--- src/rtl/pc_unit.sv ---
// rtl/pc_unit.sv - fetch-stage program counter with next-PC select and return-address stack
module pc_unit #(
  parameter int PC_W      = 6,
  parameter int RESET_VEC = 32,
  parameter int OFF_W     = 6,
  parameter int RAS_DEPTH = 4
) (
  input  logic             clk,
  input  logic             reset,
  input  logic             stall,
  input  logic             br_taken,
  input  logic [OFF_W-1:0] br_offset,
  input  logic             jmp_en,
  input  logic             call_en,
  input  logic             ret_en,
  input  logic [PC_W-1:0]  jmp_target,
  output logic [PC_W-1:0]  pc_out,
  output logic [PC_W-1:0]  pc_next,
  output logic             ras_empty,
  output logic             ras_full,
  output logic             ras_overflow,
  output logic             ras_underflow
);

  localparam int PTR_W = (RAS_DEPTH > 1) ? $clog2(RAS_DEPTH) : 1;
  localparam int CNT_W = $clog2(RAS_DEPTH + 1);
  localparam logic [PC_W-1:0]  RESET_PC = PC_W'(RESET_VEC);
  localparam logic [PTR_W-1:0] LAST_IDX = PTR_W'(RAS_DEPTH - 1);
  localparam logic [CNT_W-1:0] FULL_CNT = CNT_W'(RAS_DEPTH);

  logic [PC_W-1:0]  pc_q;
  logic [PC_W-1:0]  inc;
  logic [PC_W-1:0]  off_ext;
  logic [PC_W-1:0]  top_entry;
  logic [PC_W-1:0]  pc_sel;
  logic [PC_W-1:0]  ras_mem [RAS_DEPTH];
  // wr_ptr is the slot the next push lands in; when full it points at the oldest entry
  logic [PTR_W-1:0] wr_ptr;
  logic [PTR_W-1:0] wr_ptr_nxt;
  logic [PTR_W-1:0] top_idx;
  logic [CNT_W-1:0] cnt;
  logic [CNT_W-1:0] cnt_nxt;
  logic             ovf_q, ovf_nxt;
  logic             unf_q, unf_nxt;
  logic             empty_q, full_q;
  logic             push;

  // Sign-extend the branch offset to PC width
  generate
    if (PC_W > OFF_W) begin : g_sext
      assign off_ext = {{(PC_W-OFF_W){br_offset[OFF_W-1]}}, br_offset};
    end else begin : g_nosext
      assign off_ext = br_offset;
    end
  endgenerate

  assign inc       = pc_q + PC_W'(1);
  assign top_idx   = (wr_ptr == '0) ? LAST_IDX : wr_ptr - PTR_W'(1);
  assign top_entry = ras_mem[top_idx];

  // Next-PC and RAS update selection; one action per edge, highest priority first
  always_comb begin
    pc_sel     = inc;
    cnt_nxt    = cnt;
    wr_ptr_nxt = wr_ptr;
    push       = 1'b0;
    ovf_nxt    = ovf_q;
    unf_nxt    = unf_q;
    if (stall) begin
      pc_sel = pc_q;
    end else if (ret_en) begin
      if (cnt != '0) begin
        pc_sel     = top_entry;
        cnt_nxt    = cnt - CNT_W'(1);
        wr_ptr_nxt = top_idx;
      end else begin
        unf_nxt = 1'b1;
      end
    end else if (call_en) begin
      push       = 1'b1;
      pc_sel     = jmp_target;
      wr_ptr_nxt = (wr_ptr == LAST_IDX) ? '0 : wr_ptr + PTR_W'(1);
      if (cnt == FULL_CNT) begin
        ovf_nxt = 1'b1;
      end else begin
        cnt_nxt = cnt + CNT_W'(1);
      end
    end else if (jmp_en) begin
      pc_sel = jmp_target;
    end else if (br_taken) begin
      pc_sel = inc + off_ext;
    end
  end

  assign pc_next = reset ? RESET_PC : pc_sel;

  // PC, stack bookkeeping and status flags
  always_ff @(posedge clk) begin
    if (reset) begin
      pc_q    <= RESET_PC;
      cnt     <= '0;
      wr_ptr  <= '0;
      ovf_q   <= 1'b0;
      unf_q   <= 1'b0;
      empty_q <= 1'b1;
      full_q  <= 1'b0;
    end else begin
      pc_q    <= pc_sel;
      cnt     <= cnt_nxt;
      wr_ptr  <= wr_ptr_nxt;
      ovf_q   <= ovf_nxt;
      unf_q   <= unf_nxt;
      empty_q <= (cnt_nxt == '0);
      full_q  <= (cnt_nxt == FULL_CNT);
    end
  end

  // Return-address storage; entries are not cleared, reset just zeroes the count
  always_ff @(posedge clk) begin
    if (!reset && push) begin
      ras_mem[wr_ptr] <= inc;
    end
  end

  assign pc_out        = pc_q;
  assign ras_empty     = empty_q;
  assign ras_full      = full_q;
  assign ras_overflow  = ovf_q;
  assign ras_underflow = unf_q;

endmodule

--- config.mk ---
export PLATFORM = sky130hd
export DESIGN_NAME = pc_unit
export DESIGN_NICKNAME = d
export VERILOG_FILES = /design/src/rtl/pc_unit.sv
export SDC_FILE = /design/constraint.sdc
export NUM_CORES = 1
export LEC_CHECK = 0
export ABC_AREA = 0
export CAP_MARGIN = 20
export CORE_MARGIN = 3
export CORE_UTILIZATION = 53
export CTS_CLUSTER_DIAMETER = 30
export DETAILED_ROUTE_END_ITERATION = 8
export PLACE_DENSITY = 0.79
export SLEW_MARGIN = 20
export SYNTH_ARGS = -nofsm -noshare
export SYNTH_HDL_FRONTEND = slang
export SYNTH_SLANG_ARGS = --single-unit
--- constraint.sdc ---
create_clock -name clk -period 2.5 [get_ports clk]
set_input_delay 0.25 -clock clk [delete_from_list [all_inputs] [get_ports clk]]
set_output_delay 0.25 -clock clk [all_outputs]
set_load 0.01 [all_outputs]
## Word-level counts from Yosys, hierarchy flattened

Memories as Yosys holds them, arrays and structs flattened.
Cells that the tools add are included.

- Flip-flop bits (word level): 15
- RAM bits: 24
- Input port bits: 19
- Output and inout bits: 16
- Word-level logic and storage cells: 52
- Memories: 1

- $add $sub $neg: 6
- Equality and inequality tests: 4
- Multiplexer cells: 22
- Bitwise logic cells: 3
- Reductions and logical operators: 9

Memory list:

| memory | words | bits a word | rd ports | clocked after memory_dff | wr ports | line | text |
|---|---|---|---|---|---|---|---|
| ras_mem | 4 | 6 | 1 | 0 | 1 | 36 | `logic [PC_W-1:0] ras_mem [RAS_DEPTH];` |

Operators by type and width:

| cell | number |
|---|---|
| $mux W6 | 7 |
| $mux W3 | 5 |
| $mux W2 | 5 |
| $add A6 B1 Y6 const B | 1 |
| $add A6 B6 Y6 | 1 |
| $eq A3 B3 Y1 const B | 2 |
| $reduce_and A3 Y1 | 2 |
| $mux W1 | 5 |
| $reduce_and A4 Y1 | 1 |
| $add A3 B1 Y3 const B | 1 |
| $logic_not A3 Y1 | 1 |
| $not A1 Y1 | 3 |
| $reduce_bool A3 Y1 | 1 |
| $sub A3 B1 Y3 const B | 1 |
| $add A2 B1 Y2 const B | 1 |
| $eq A2 B2 Y1 const B | 1 |
| $logic_not A2 Y1 | 1 |
| $ne A2 B1 Y1 const B | 1 |
| $reduce_bool A2 Y1 | 1 |
| $sub A2 B1 Y2 const B | 1 |
| $logic_and A1 B1 Y1 | 1 |
| $logic_not A1 Y1 | 1 |

## Longest topological paths before layout

Gate-level depths: netlist of the first run.

- Word-level depth: 8
- Mapped depth: 9
- Gate-level depth less buffers: 9

## Worst setup path before layout of the first run

OpenSTA, ideal clock, no wires.

- Kind: register -> output
- Start point: reg pc_q[0] (netlist: pc_out[0])
- End point: out pc_next[5]
- Arrival time: 2.300 ns
- Required time: 2.250 ns
- Path slack: -0.050 ns
- Stages on the path, launching flop included: 10
- Buffers on the path: 0
- Path through: dfxtp_1 ha_1 nand3_1 xor2_1 inv_1 ha_1 nand4_1 and4_1 o21a_1 o31ai_1

- Cells in the longest elaborated chain, start to end: 8
- Elaborated cells between the ends (all ways): 9
- Classes of those cells: add/sub: 2; mux: 7

RTL lines:

| item | line | text |
|---|---|---|
| start, declared | 31 | `logic [PC_W-1:0] pc_q;` |
| start signal, assigned | 108 | `pc_q <= pc_sel;` |
| $add A6 B1 Y6 | 57 | `assign inc = pc_q + PC_W'(1);` |
| via inc[4] | 32 | `logic [PC_W-1:0] inc;` |
| $add A6 B6 Y6 | 91 | `pc_sel = inc + off_ext;` |
| $mux W6 | 90 | `end else if (br_taken) begin` |
| $mux W6 | 88 | `end else if (jmp_en) begin` |
| $mux W6 | 79 | `end else if (call_en) begin` |
| $mux W6 | 71 | `end else if (ret_en) begin` |
| $mux W6 | 69 | `if (stall) begin` |
| $mux W6 | - |  |
| end, declared | 18 | `output logic [PC_W-1:0] pc_next,` |

The timed path passes the listed nets, and every way through them passes these cells.

## Worst setup path after layout of the first run

- Start point: reg pc_q[0] (netlist: pc_out[0])
- End point: out pc_next[1]

The elaborated chain is that of the path after synthesis.

==> results.cfg, run 1 <==
[outcome]
status = finished with violations
violations = setup timing

[final_layout]
drive_above_1_share_pct = 33.3
area_growth_pct = 48.1
final_cell_area_sq_um = 3240
nets = 335
final_cell_mix = buf_4, clkdlybuf4s50_1, edfxtp_1
final_common_cell = buf_4
final-instance-count-excl-fill = 351
antennaDiodeCount = 0

[synth]
netlist_area_sq_um = 2190
synth-seq-cells = 39
syn-num-nets = 244
avgSynthCellArea_sq_um = 10.4
syn_inst = 211
yosysSeqAreaShare_pct = 46.7
ys.flop_type = edfxtp_1
ys_warn_count = 0
synth_cell_type_count = 46
synth_edf_count = 24
async_reset_ff_share_pct = 0

[sta]
min_period_ns = 2.83
setup_violations = 5
fin_skew_ns = 0.00627
rsz0062_at_grt = true
max_freq_ghz = 0.354
finalWorstSetupSlack_ns = -0.327
slew_headroom_pct = 74.3
tightest_slew_ns = 0.386
post-route-period-util_pct = 113
finalHoldViolCount = 0
slew_violations = 0

[grt]
grt_pass1_vias = 2039
grt-ovfl-total = 0
grt_first_pass_wirelength_microns = 10000
antenna_found_initial = 0
grt_max_degree = 15
grt_usage_pct = 26.4

[cts]
htreeDepth = 2
tritoncts = yes
cts.sinks = 39
ctsHoldBuffers = 0
clockBufferDepth = 2
cts_made_buffers = 5
clkTransAtPathRegs_ns = 0.08
cts_root_buf = clkbuf_8
clk_latency_ns = 0.30

[floorplan]
start_util_pct = 57.2
die_width_microns = 70.3
rows = 22
die_h_microns = 70.3
design.die.area_sq_um = 4940
io_pins = 35
core-area_sq_um = 3830

[place]
dp_slack_ns = -0.532
postPlaceCellArea_sq_um = 2920
place.gp.congestion = 0.898
hpwl_microns = 4210
numPortBuffers = 34
place_inst = 335

[flow_run]
max_cap_violations = 0

[setup_path]
crit_arrival_ns = 2.58
crit_path_start_kind = flip-flop
endpoint_kind = output port
path_class = flip-flop to output port
crit_fanout = 4
critPathRequiredTime_ns = 2.25

[detailed_routing]
drtPass1Iterations = 5
wire_per_inst_microns = 20.3
drtIter0Drc = 313
ant_nets = 0
vias = 2161
drcViolationCount = 0
routed_wl_microns = 7110
vias_per_cell = 6.16

[power_and_ir_drop]
p_leak_uw = 0.00134
peakVddDrop_mv = 0.471
power_density_nw_per_um2 = 623

[hold_path]
hp-class = flip-flop to flip-flop
flip-flops by register name (all words and copies together) (netlist names):
signal / cells
ras_empty: 1
ras_full: 1
wr_ptr: 2
ras_mem: 24
ras_underflow: 1
pc_out: 6
cnt: 3
ras_overflow: 1
what timing repair did:
item,4_1_cts,5_1_grt
setup endpoints to repair,6,6
buffers inserted,4,4
gates resized for setup,42,13
pin swaps,13,13
per-layer routing:
| metal | global-route usage (%) | share of wire (%) | vias up |
|---|---|---|---|
| li1 | - | - | 948 |
| met1 | 31.0 | 37 | 1005 |
| met2 | 45.6 | 49 | 165 |
| met3 | 5.47 | 9.0 | 43 |
| met4 | 12.1 | 5.3 | 0 |
| met5 | 0 | 0 | - |
layout make-up:
cell class / count / area [sq um]
Multi-Input combinational cell: 151 / 1240
Clock buffer: 5 / 68.8
Fill cell: 199 / 584
Inverter: 13 / 48.8
Sequential cell: 39 / 1030
Clock inverter: 3 / 42.5
Tap cell: 48 / 60.1
Timing Repair Buffer: 92 / 756
critical path, stage by stage (launching register included):
cell	delay [ns]
dfxtp_4	0.40
buf_4	0.14
inv_2	0.05
ha_4	0.17
fa_1	0.51
mux2i_1	0.09
o211ai_1	0.30
o221ai_2	0.18
a211oi_2	0.27
buf_2	0.17
per-stage QoR:
stage | setup TNS, ns | total power, uW | util (%) | hold WS (ns)
3_5_place_dp | -2.07 | 1370 | 76.3 | 0.463
4_1_cts | -0.434 | 1930 | 82.1 | 0.485
5_1_grt | -1.41 | 2090 | 84.7 | 0.528
6_report | -1.02 | 2020 | 84.7 | 0.492
3_3_place_gp | -1.83 | 1360 | 76.3 | 0.445
2_1_floorplan | 0 | 1080 | - | 0.498
power breakdown:
part           switching [uW]  internal (uW)  total (uW)
Clock                     242            298         540
Combinational             360            363         723
Sequential               32.9            725         758
Total                     635           1390        2020
synth_stat cells (2+ instances only):
cell type  count  area share, %
a211oi_1      10            3.4
a21o_1         4            1.4
a21oi_1       17            3.9
a31oi_1        2           0.57
and2_1         2           0.57
and3_1         4            1.1
buf_2          3           0.69
buf_6          2            1.0
clkbuf_1       3           0.51
dfxtp_1       15             14
edfxtp_1      24             33
ha_1          13            7.4
inv_1         13            2.2
mux2i_1        6            2.7
nand2_1       12            2.1
nand2b_1       2           0.57
nand3_1        3           0.69
nor2_1        19            3.3
nor2b_1        5            1.4
nor3_1         5            1.1
o211a_1        2           0.91
o211ai_1       4            1.4
o21a_1         3            1.0
o21ai_0        7            1.6
o221ai_1       3            1.2
o31ai_1        2           0.69
xnor2_1        4            1.6
xor2_1         4            1.6
final timing paths:
| path | slack (ns) | from | to | cells after the start |
|---|---|---|---|---|
| hold / removal | 0.49 | ras_overflow$_SDFFE_PP0P_ | ras_overflow$_SDFFE_PP0P_ | 2 |
| hold reg to reg | 0.49 | ras_overflow$_SDFFE_PP0P_ | ras_overflow$_SDFFE_PP0P_ | 2 |
| setup / recovery | -0.33 | pc_out[0]$_DFF_P_ | pc_next[1] | 9 |
| setup reg to reg | 0.08 | pc_out[0]$_DFF_P_ | pc_out[1]$_DFF_P_ | 10 |
kinds of logic after synthesis:
family                   Yosys count  synth area share (%)
flip-flops                        39                  46.7
AND/OR/NAND/NOR                   63                  15.5
AO/OA/AOI/OAI                     59                  18.1
multiplexers                       7                  3.77
XOR/XNOR                           8                  3.20
adder cells (fa/ha/maj)           14                  8.35
buffers and inverters             21                  4.46
Note: power is estimated with default switching activity, not from simulation.
==> run 2: changes to the inputs <==
TNS_END_PERCENT = 1   (was not set)
==> run 2 against run 1 <==
Compared with the run above: the flow still finishes with violations (setup timing); sequential share of layout area increased by 0.20 points; non-clock buffer count fell by 2; final cell count fell by 0.57%; critical path type unchanged; design area down 0.62%; register-to-register slack better by 0.02 ns; clock skew fell by 0.0014 ns; highest routed layer unchanged; total power decreased by 1.6%.
==> results.cfg, run 2 (synthesized netlist as in run 1, its figures left out) <==
[final_layout]
area_growth_pct = 47.2
final-instance-count-excl-fill = 349
antennaDiodeCount = 0
drive_above_1_share_pct = 32.9
final_common_cell = buf_4
final_cell_area_sq_um = 3220
nets = 333
top_register = ras_mem
largest_reg_flops = 24
final_cell_mix = buf_4, clkdlybuf4s50_1, edfxtp_1

[power_and_ir_drop]
power.switching_uw = 608
power.internal_uw = 1380
p_leak_uw = 0.00133
peakVddDrop_mv = 0.440
power_density_nw_per_um2 = 617
p_sw_share_pct = 30.6
pwr-share-clk_pct = 26.5
combPwrFrac_pct = 35.4
p_seq_share_pct = 38.1

[setup_path]
crit_path_start_kind = flip-flop
critPathRequiredTime_ns = 2.25
slowest_stage = fa_1
path_class = flip-flop to output port
crit_fanout = 4
endpoint_kind = output port
crit_arrival_ns = 2.58
max_stage_delay_ns = 0.52
crit_path_cell_trace = buf_4 -> inv_1 -> ha_2 -> fa_1 -> mux2i_1 -> o211ai_1 -> o221ai_2 -> a211oi_2 -> buf_2

[grt]
grt_pass1_vias = 2064
antenna_found_initial = 0
grt-ovfl-total = 0
grt_first_pass_wirelength_microns = 9890
grt_max_degree = 15
grt_usage_pct = 26.0

[outcome]
status = finished with violations
violations = setup timing

[detailed_routing]
routed_wl_microns = 6520
drtPass1Iterations = 5
vias = 2109
wire_per_inst_microns = 18.7
drtIter0Drc = 257
vias_per_cell = 6.04
drcViolationCount = 0
ant_nets = 0

[cts]
clkTransAtPathRegs_ns = 0.08
cts_made_buffers = 5
tritoncts = yes
clk_latency_ns = 0.29
clockBufferDepth = 2
cts.sinks = 39
ctsHoldBuffers = 0
cts_root_buf = clkbuf_8
htreeDepth = 2

[hold_path]
hp-class = flip-flop to flip-flop

[sta]
slew_violations = 0
tightest_slew_ns = 0.373
fin_skew_ns = 0.00486
slew_headroom_pct = 75.1
max_freq_ghz = 0.354
rsz0062_at_grt = true
post-route-period-util_pct = 113
min_period_ns = 2.83
finalWorstSetupSlack_ns = -0.327
setup_violations = 5
finalHoldViolCount = 0

[floorplan]
io_pins = 35
rows = 22
die_h_microns = 70.3
design.die.area_sq_um = 4940
die_width_microns = 70.3
start_util_pct = 57.2
core-area_sq_um = 3830

[place]
numPortBuffers = 34
place.gp.congestion = 0.898
hpwl_microns = 4210
postPlaceCellArea_sq_um = 2920
place_inst = 335

[flow_run]
max_cap_violations = 0
run 2: what timing repair did:
item,in CTS,in global routing
endpoints found under the hold margin,0,0
cloned,0,0
pin swaps,9,12
gates resized for setup,36,17
endpoints found under the setup margin,6,6
setup buffers,4,2
run 2: worst max-delay path: cells and delay by family, from the launching register on:
kind / cells / cell delay, ns
fa+ha+maj: 2 / 0.71
mux: 1 / 0.11
compound gates: 3 / 0.72
buf+inv: 3 / 0.35
flops: 1 / 0.39
run 2: layout make-up:
cell class                      instances  area [sq um]
Multi-Input combinational cell        151          1230
Sequential cell                        39          1030
Timing Repair Buffer                   90           741
Fill cell                             198           604
Clock buffer                            5          68.8
Tap cell                               48          60.1
Inverter                               13          48.8
Clock inverter                          3          42.5
run 2: worst paths after layout:
check / start / slack [ns] / depth (start not counted) / end
setup / recovery: pc_out[0]$_DFF_P_ / -0.33 / 9 / pc_next[1]
hold / removal: ras_underflow$_SDFFE_PP0P_ / 0.49 / 2 / ras_underflow$_SDFFE_PP0P_
setup reg to reg: pc_out[0]$_DFF_P_ / 0.10 / 10 / pc_out[1]$_DFF_P_
hold reg to reg: ras_underflow$_SDFFE_PP0P_ / 0.49 / 2 / ras_underflow$_SDFFE_PP0P_
run 2: layer usage:
layer	share of wire [%]	up-vias	global-route usage, %
met5	0	-	0
met4	4.5	0	13.8
met2	49	137	45.2
li1	-	949	-
met3	8.4	34	5.47
met1	38	989	29.7
run 2: stage by stage:
| stage | setup TNS, ns | setup slack (ns) | total power [uW] | utilization (%) | hold slack, ns |
|---|---|---|---|---|---|
| final | -0.751 | -0.327 | 1990 | 84.2 | 0.485 |
| after global routing | -1.40 | -0.465 | 2080 | 84.2 | 0.528 |
| after CTS | -0.723 | -0.198 | 1930 | 82.0 | 0.485 |
| after detailed placement | -2.07 | -0.532 | 1370 | 76.3 | 0.463 |
| after global placement | -1.83 | -0.447 | 1360 | 76.3 | 0.445 |
| after floorplan | 0 | 0.0309 | 1080 | - | 0.498 |
run 2: power groups by stage:
stage | combinational [uW] | clock [uW] | sequential, uW
floorplan | 309 | 0 | 771
global route | 757 | 565 | 760
global placement | 599 | 0 | 760
detailed placement | 611 | 0 | 762
finish | 703 | 527 | 757
CTS | 645 | 531 | 750
==> run 3: changes to the inputs <==
clock period = 2.7 ns   (was 2.5 ns; I/O delays follow)
==> run 3 against run 2 <==
Compared with the run above: clock-buffer cell count is the same; via count down 8.4%; flip-flop and latch count did not move; the run still ends with setup timing left; design area decreased by 4.2%; sequential power decreased by 7.4%; first-iteration DRC count shrank 18%; combinational power decreased by 16%; routed wire length shrank 7.3%; worst setup slack improved by 0.30 ns.
==> results.cfg, run 3 (synthesized netlist as in run 1, its figures left out) <==
[final_layout]
final_common_cell = buf_4
postLayoutCoreUtil_pct = 80.7
final_cell_mix = buf_4, clkdlybuf4s50_1, edfxtp_1
nets = 314
final_cell_area_sq_um = 3090
largest_reg_flops = 24
area_growth_pct = 41.1
drive_above_1_share_pct = 29.1
antennaDiodeCount = 0
top_register = ras_mem

[setup_path]
rr_worst_depth = 9
critPathRequiredTime_ns = 2.43
crit_fanout = 3
rrSetupSlack_ns = 0.51
reg2reg_from = pc_out[0]$_DFF_P_
path_class = flip-flop to output port
endpoint_kind = output port
crit_arrival_ns = 2.46
crit_path_start_kind = flip-flop
r2r-end = pc_out[1]$_DFF_P_

[sta]
slew_headroom_pct = 71.4
tightest_slew_ns = 0.428
rsz0062_at_grt = true
finalHoldViolCount = 0
setup_violations = 1
slew_violations = 0
post-route-period-util_pct = 101
max_freq_ghz = 0.366
finalWorstSetupSlack_ns = -0.0314
fin_skew_ns = 0.00684
min_period_ns = 2.73

[outcome]
violations = setup timing
status = finished with violations

[floorplan]
die_h_microns = 70.3
start_util_pct = 57.2
core-area_sq_um = 3830
io_pins = 35
design.die.area_sq_um = 4940
die_width_microns = 70.3
rows = 22

[cts]
cts_made_buffers = 5
clk_latency_ns = 0.30
clockBufferDepth = 2
cts_root_buf = clkbuf_8
tritoncts = yes
ctsHoldBuffers = 0
cts.sinks = 39
clkTransAtPathRegs_ns = 0.08
htreeDepth = 2

[flow_run]
max_cap_violations = 0

[power_and_ir_drop]
p_total_uw = 1790
p_leak_uw = 0.00124
power_density_nw_per_um2 = 578
peakVddDrop_mv = 0.503

[grt]
grt-ovfl-total = 0
antenna_found_initial = 0
grt_usage_pct = 23.5
grt_max_degree = 15
grt_pass1_vias = 1862
grt_first_pass_wirelength_microns = 8950

[hold_path]
hold_end = ras_underflow$_SDFFE_PP0P_
holdCritStartpoint = ras_underflow$_SDFFE_PP0P_
whs_path_depth = 2
hp-class = flip-flop to flip-flop

[detailed_routing]
drcViolationCount = 0
routed_wl_microns = 6050
vias = 1932
drtPass1Iterations = 5
ant_nets = 0
drtIter0Drc = 212
vias_per_cell = 5.85
wire_per_inst_microns = 18.3

[place]
hpwl_microns = 3980
dp_slack_ns = -0.382
numPortBuffers = 34
place.gp.congestion = 0.918
postPlaceCellArea_sq_um = 2780
run 3: changes by cell type in the layout (fill, tap and decap cells not counted), sizes merged:
| cell | previous run | this run |
|---|---|---|
| clkbuf | 6 | 5 |
| clkinvlp | 0 | 1 |
| dlygate4sd2 | 0 | 1 |
| clkinv | 1 | 0 |
| buf | 60 | 41 |
run 3: how the worst max path moves through the flow:
stage,slack [ns],endpoint,startpoint
2_1_floorplan,0.13,pc_next[5],pc_out[0]$_DFF_P_
3_3_place_gp,-0.29,pc_next[1],br_offset[0]
3_5_place_dp,-0.38,pc_next[1],br_offset[0]
4_1_cts,-0.11,pc_next[5],pc_out[1]$_DFF_P_
5_1_grt,-0.14,pc_next[4],pc_out[1]$_DFF_P_
6_report,-0.03,pc_next[1],pc_out[0]$_DFF_P_
run 3: repair_timing:
item	4_1_cts	5_1_grt
setup endpoints to repair	6	6
gates resized for setup	32	25
setup buffers	0	5
pin swaps	3	10
gates cloned	0	0
run 3: critical path, stage by stage (launching register included):
cell and delay (ns):
dfxtp_4 0.40, buf_6 0.12, inv_4 0.04, ha_4 0.17
fa_2 0.52, mux2i_1 0.08, o211ai_1 0.19, o221ai_1 0.16
a211oi_2 0.32, buf_2 0.18
run 3: layout make-up:
| type | count | area [sq um] |
|---|---|---|
| Timing Repair Buffer | 71 | 606 |
| Sequential cell | 39 | 1030 |
| Clock inverter | 3 | 46.3 |
| Inverter | 13 | 51.3 |
| Fill cell | 222 | 739 |
| Clock buffer | 5 | 68.8 |
| Multi-Input combinational cell | 151 | 1220 |
| Tap cell | 48 | 60.1 |
run 3: where the power goes:
| part | switching, uW | internal, uW | total, uW |
|---|---|---|---|
| registers | 28.8 | 672 | 701 |
| clock network | 217 | 278 | 496 |
| logic | 296 | 293 | 589 |
| total | 543 | 1240 | 1790 |
run 3: routing by layer:
layer | GRT usage [%] | up-vias | part of all wire, %
met5 | 0 | - | 0
met2 | 39.4 | 88 | 52
met4 | 8.51 | 0 | 1.6
li1 | - | 911 | -
met3 | 5.47 | 13 | 5.9
met1 | 29.3 | 920 | 40
run 3: through the flow:
step,hold WS (ns),setup TNS (ns),cells
3_3_place_gp,0.447,-1.04,317
2_1_floorplan,0.498,0,211
5_1_grt,0.495,-0.500,330
3_5_place_dp,0.467,-1.26,317
4_1_cts,0.487,-0.127,325
6_report,0.486,-0.0314,330
==> edit (settings of run 2) <==
`PC_W`: 6 -> 12.
--- a/src/rtl/pc_unit.sv
+++ b/src/rtl/pc_unit.sv
@@ -1,6 +1,6 @@
 // rtl/pc_unit.sv - fetch-stage program counter with next-PC select and return-address stack
 module pc_unit #(
-  parameter int PC_W      = 6,
+  parameter int PC_W      = 12,
   parameter int RESET_VEC = 32,
   parameter int OFF_W     = 6,
   parameter int RAS_DEPTH = 4
Interface: changed (resized jmp_target, pc_next and pc_out); port bits go from 35 to 53. The function was not compared with the original's and may differ.
==> edit against run 2 <==
Worst hold slack better by 0.0029 ns. The flow still finishes with violations (negative setup slack). Sequential share of layout area decreased by 0.96 points. Worst setup slack lost 0.69 ns. First-iteration DRC count grew to 2.6 times the old value. Sequential power rose by 77%. Non-clock buffer count rose by 84. Synthesized area is 74% higher. Routed wire length grew 150%. Synthesized cell count up 58%. Sequential cell count grew 30. Power is 99% higher. Register-to-register slack lost 0.73 ns. Cell area up 88%.
==> edit: results (changes against run 2) <==
outcome=complete, but fails checks (unchanged); failing checks=negative setup slack (unchanged); top cells by count, synth=48 x edfxtp_1, 29 x nor2_1, 28 x nand2_1, 22 x a21oi_1, 22 x ha_1 (was 24 x edfxtp_1, 19 x nor2_1, 17 x a21oi_1, 15 x dfxtp_1); number of synthesized flops with an enable pin=48 (was 24); multiplexer share of the synthesized area=7.89% (was 3.77%); CTS Buf Count=9 (was 5); H-tree Lvls=3 (was 2); vias=4088 (was 2109); final net count=553 (was 333); initial drt markers=676 (was 257); worst slack at placement=-0.908 ns (was -0.532 ns); Final Skew=0.0110 ns (was 0.00486 ns); Post-DP Area=5250 µm² (was 2920 µm²); number of global-route vias before repair=3801 (was 2064); layout cell share with drive strength beyond 1=45.9% (was 32.9%); CP arrival=3.27 ns (was 2.58 ns); worst vdd ir=0.000580 V (was 0.000440 V); post-route setup slack=-1.02 ns (was -0.327 ns); Clock Latency Late Sink=0.35 ns (was 0.29 ns); switching part of the total=33.6% (was 30.6%); final setup violation count=23 (was 5); largest net degree at the start of global routing=20 (was 15); Reg2Reg Depth=22 (was 10); launch point of the worst path=pc_out[2] (was pc_out[0]); Post-Syn Nets=382 (was 244); complex-gate fraction of the synthesized area=15.0% (was 18.1%); Synth area leaders=edfxtp_1 38%, dfxtp_1 11%, ha_1 7.2% (was edfxtp_1 33%, dfxtp_1 14%, ha_1 7.4%); Total Routing Usage GR=32.5% (was 26.0%); Relative slew margins=68.9% (was 75.1%); Leak Pwr=2.40 nW (was 1.33 nW); first-pass GRT wire length=20.2 mm (was 9.89 mm); Adder-Cell Fraction of Synth Area=7.76% (was 8.35%); R2R Path Start=pc_out[1] (was pc_out[0]); Post-DP HPWL=8.28 mm (was 4.21 mm); Synth Area in XOR/XNOR=4.37% (was 3.20%); routability cong.=0.885 (was 0.898); initial antenna violation count=0 (unchanged); Seq/Total Area, Yosys=48.9% (was 46.7%)
[edit: metrics by stage]
step / hold slack, ns / std cells / setup TNS [ns]
after global placement: 0.457 / 562 / -7.46
final: 0.488 / 606 / -13.36
after detailed placement: 0.475 / 562 / -8.37
after CTS: 0.486 / 600 / -9.87
after floorplan: 0.461 / 334 / -1.28
after global routing: 0.512 / 606 / -15.22
[edit: routing by layer]
layer	track usage (%)	vias up	wire length, µm
met5	0	-	0
met4	19.6	0	1680
met3	5.83	169	1770
met2	56.3	413	7460
met1	37.2	1910	5290
li1	-	1596	-
[edit: kinds of logic (layout without fill, tap and decap cells)]
| family | Yosys count | in the layout |
|---|---|---|
| AO/OA/AOI/OAI | 84 | 84 |
| XOR/XNOR | 19 | 19 |
| adder cells (fa/ha/maj) | 23 | 23 |
| buffers and inverters | 28 | 204 |
| flip-flops | 69 | 69 |
| multiplexers | 15 | 15 |
| AND/OR/NAND/NOR | 96 | 96 |
[edit: power groups by stage]
stage / logic, mW / clock network, mW / registers [mW]
after floorplan: 0.592 / 0 / 1.38
after global placement: 1.14 / 0 / 1.35
after detailed placement: 1.17 / 0 / 1.35
after CTS: 1.31 / 1.01 / 1.33
after global routing: 1.64 / 1.08 / 1.34
final: 1.59 / 1.03 / 1.34
[edit: repair_timing]
action                                  CTS  global route
gates resized for setup                  72            41
pin swaps                                19            30
endpoints found under the setup margin   18            22
buffers inserted                         22             6
[edit: cell type report]
| class | instances | area (µm²) |
|---|---|---|
| fill | 267 | 807 |
| inverter | 14 | 52.6 |
| clock buffer | 10 | 128 |
| multi-input combinational | 237 | 2310 |
| tap | 96 | 120 |
| clock inverter | 6 | 87.6 |
| timing repair buffer | 174 | 1490 |
| sequential | 69 | 1880 |
[edit: worst max-delay path, cell delays in order (launching register included)]
cell and delay, ns:
dfxtp_4 0.40, nand4_1 0.18, nor2_2 0.21, buf_4 0.16
buf_4 0.16, xnor2_4 0.13, ha_4 0.32, nand2_2 0.09
o31a_4 0.33, o21ai_2 0.16, xor2_1 0.20, a211oi_1 0.13
o31ai_2 0.28, buf_2 0.18
[edit: final timing paths]
check	endpoint	slack (ns)
setup / recovery	pc_next[9]	-1.02
hold / removal	ras_overflow	0.49
setup reg to reg	ras_mem[1][4]	-0.63
hold reg to reg	ras_overflow	0.49
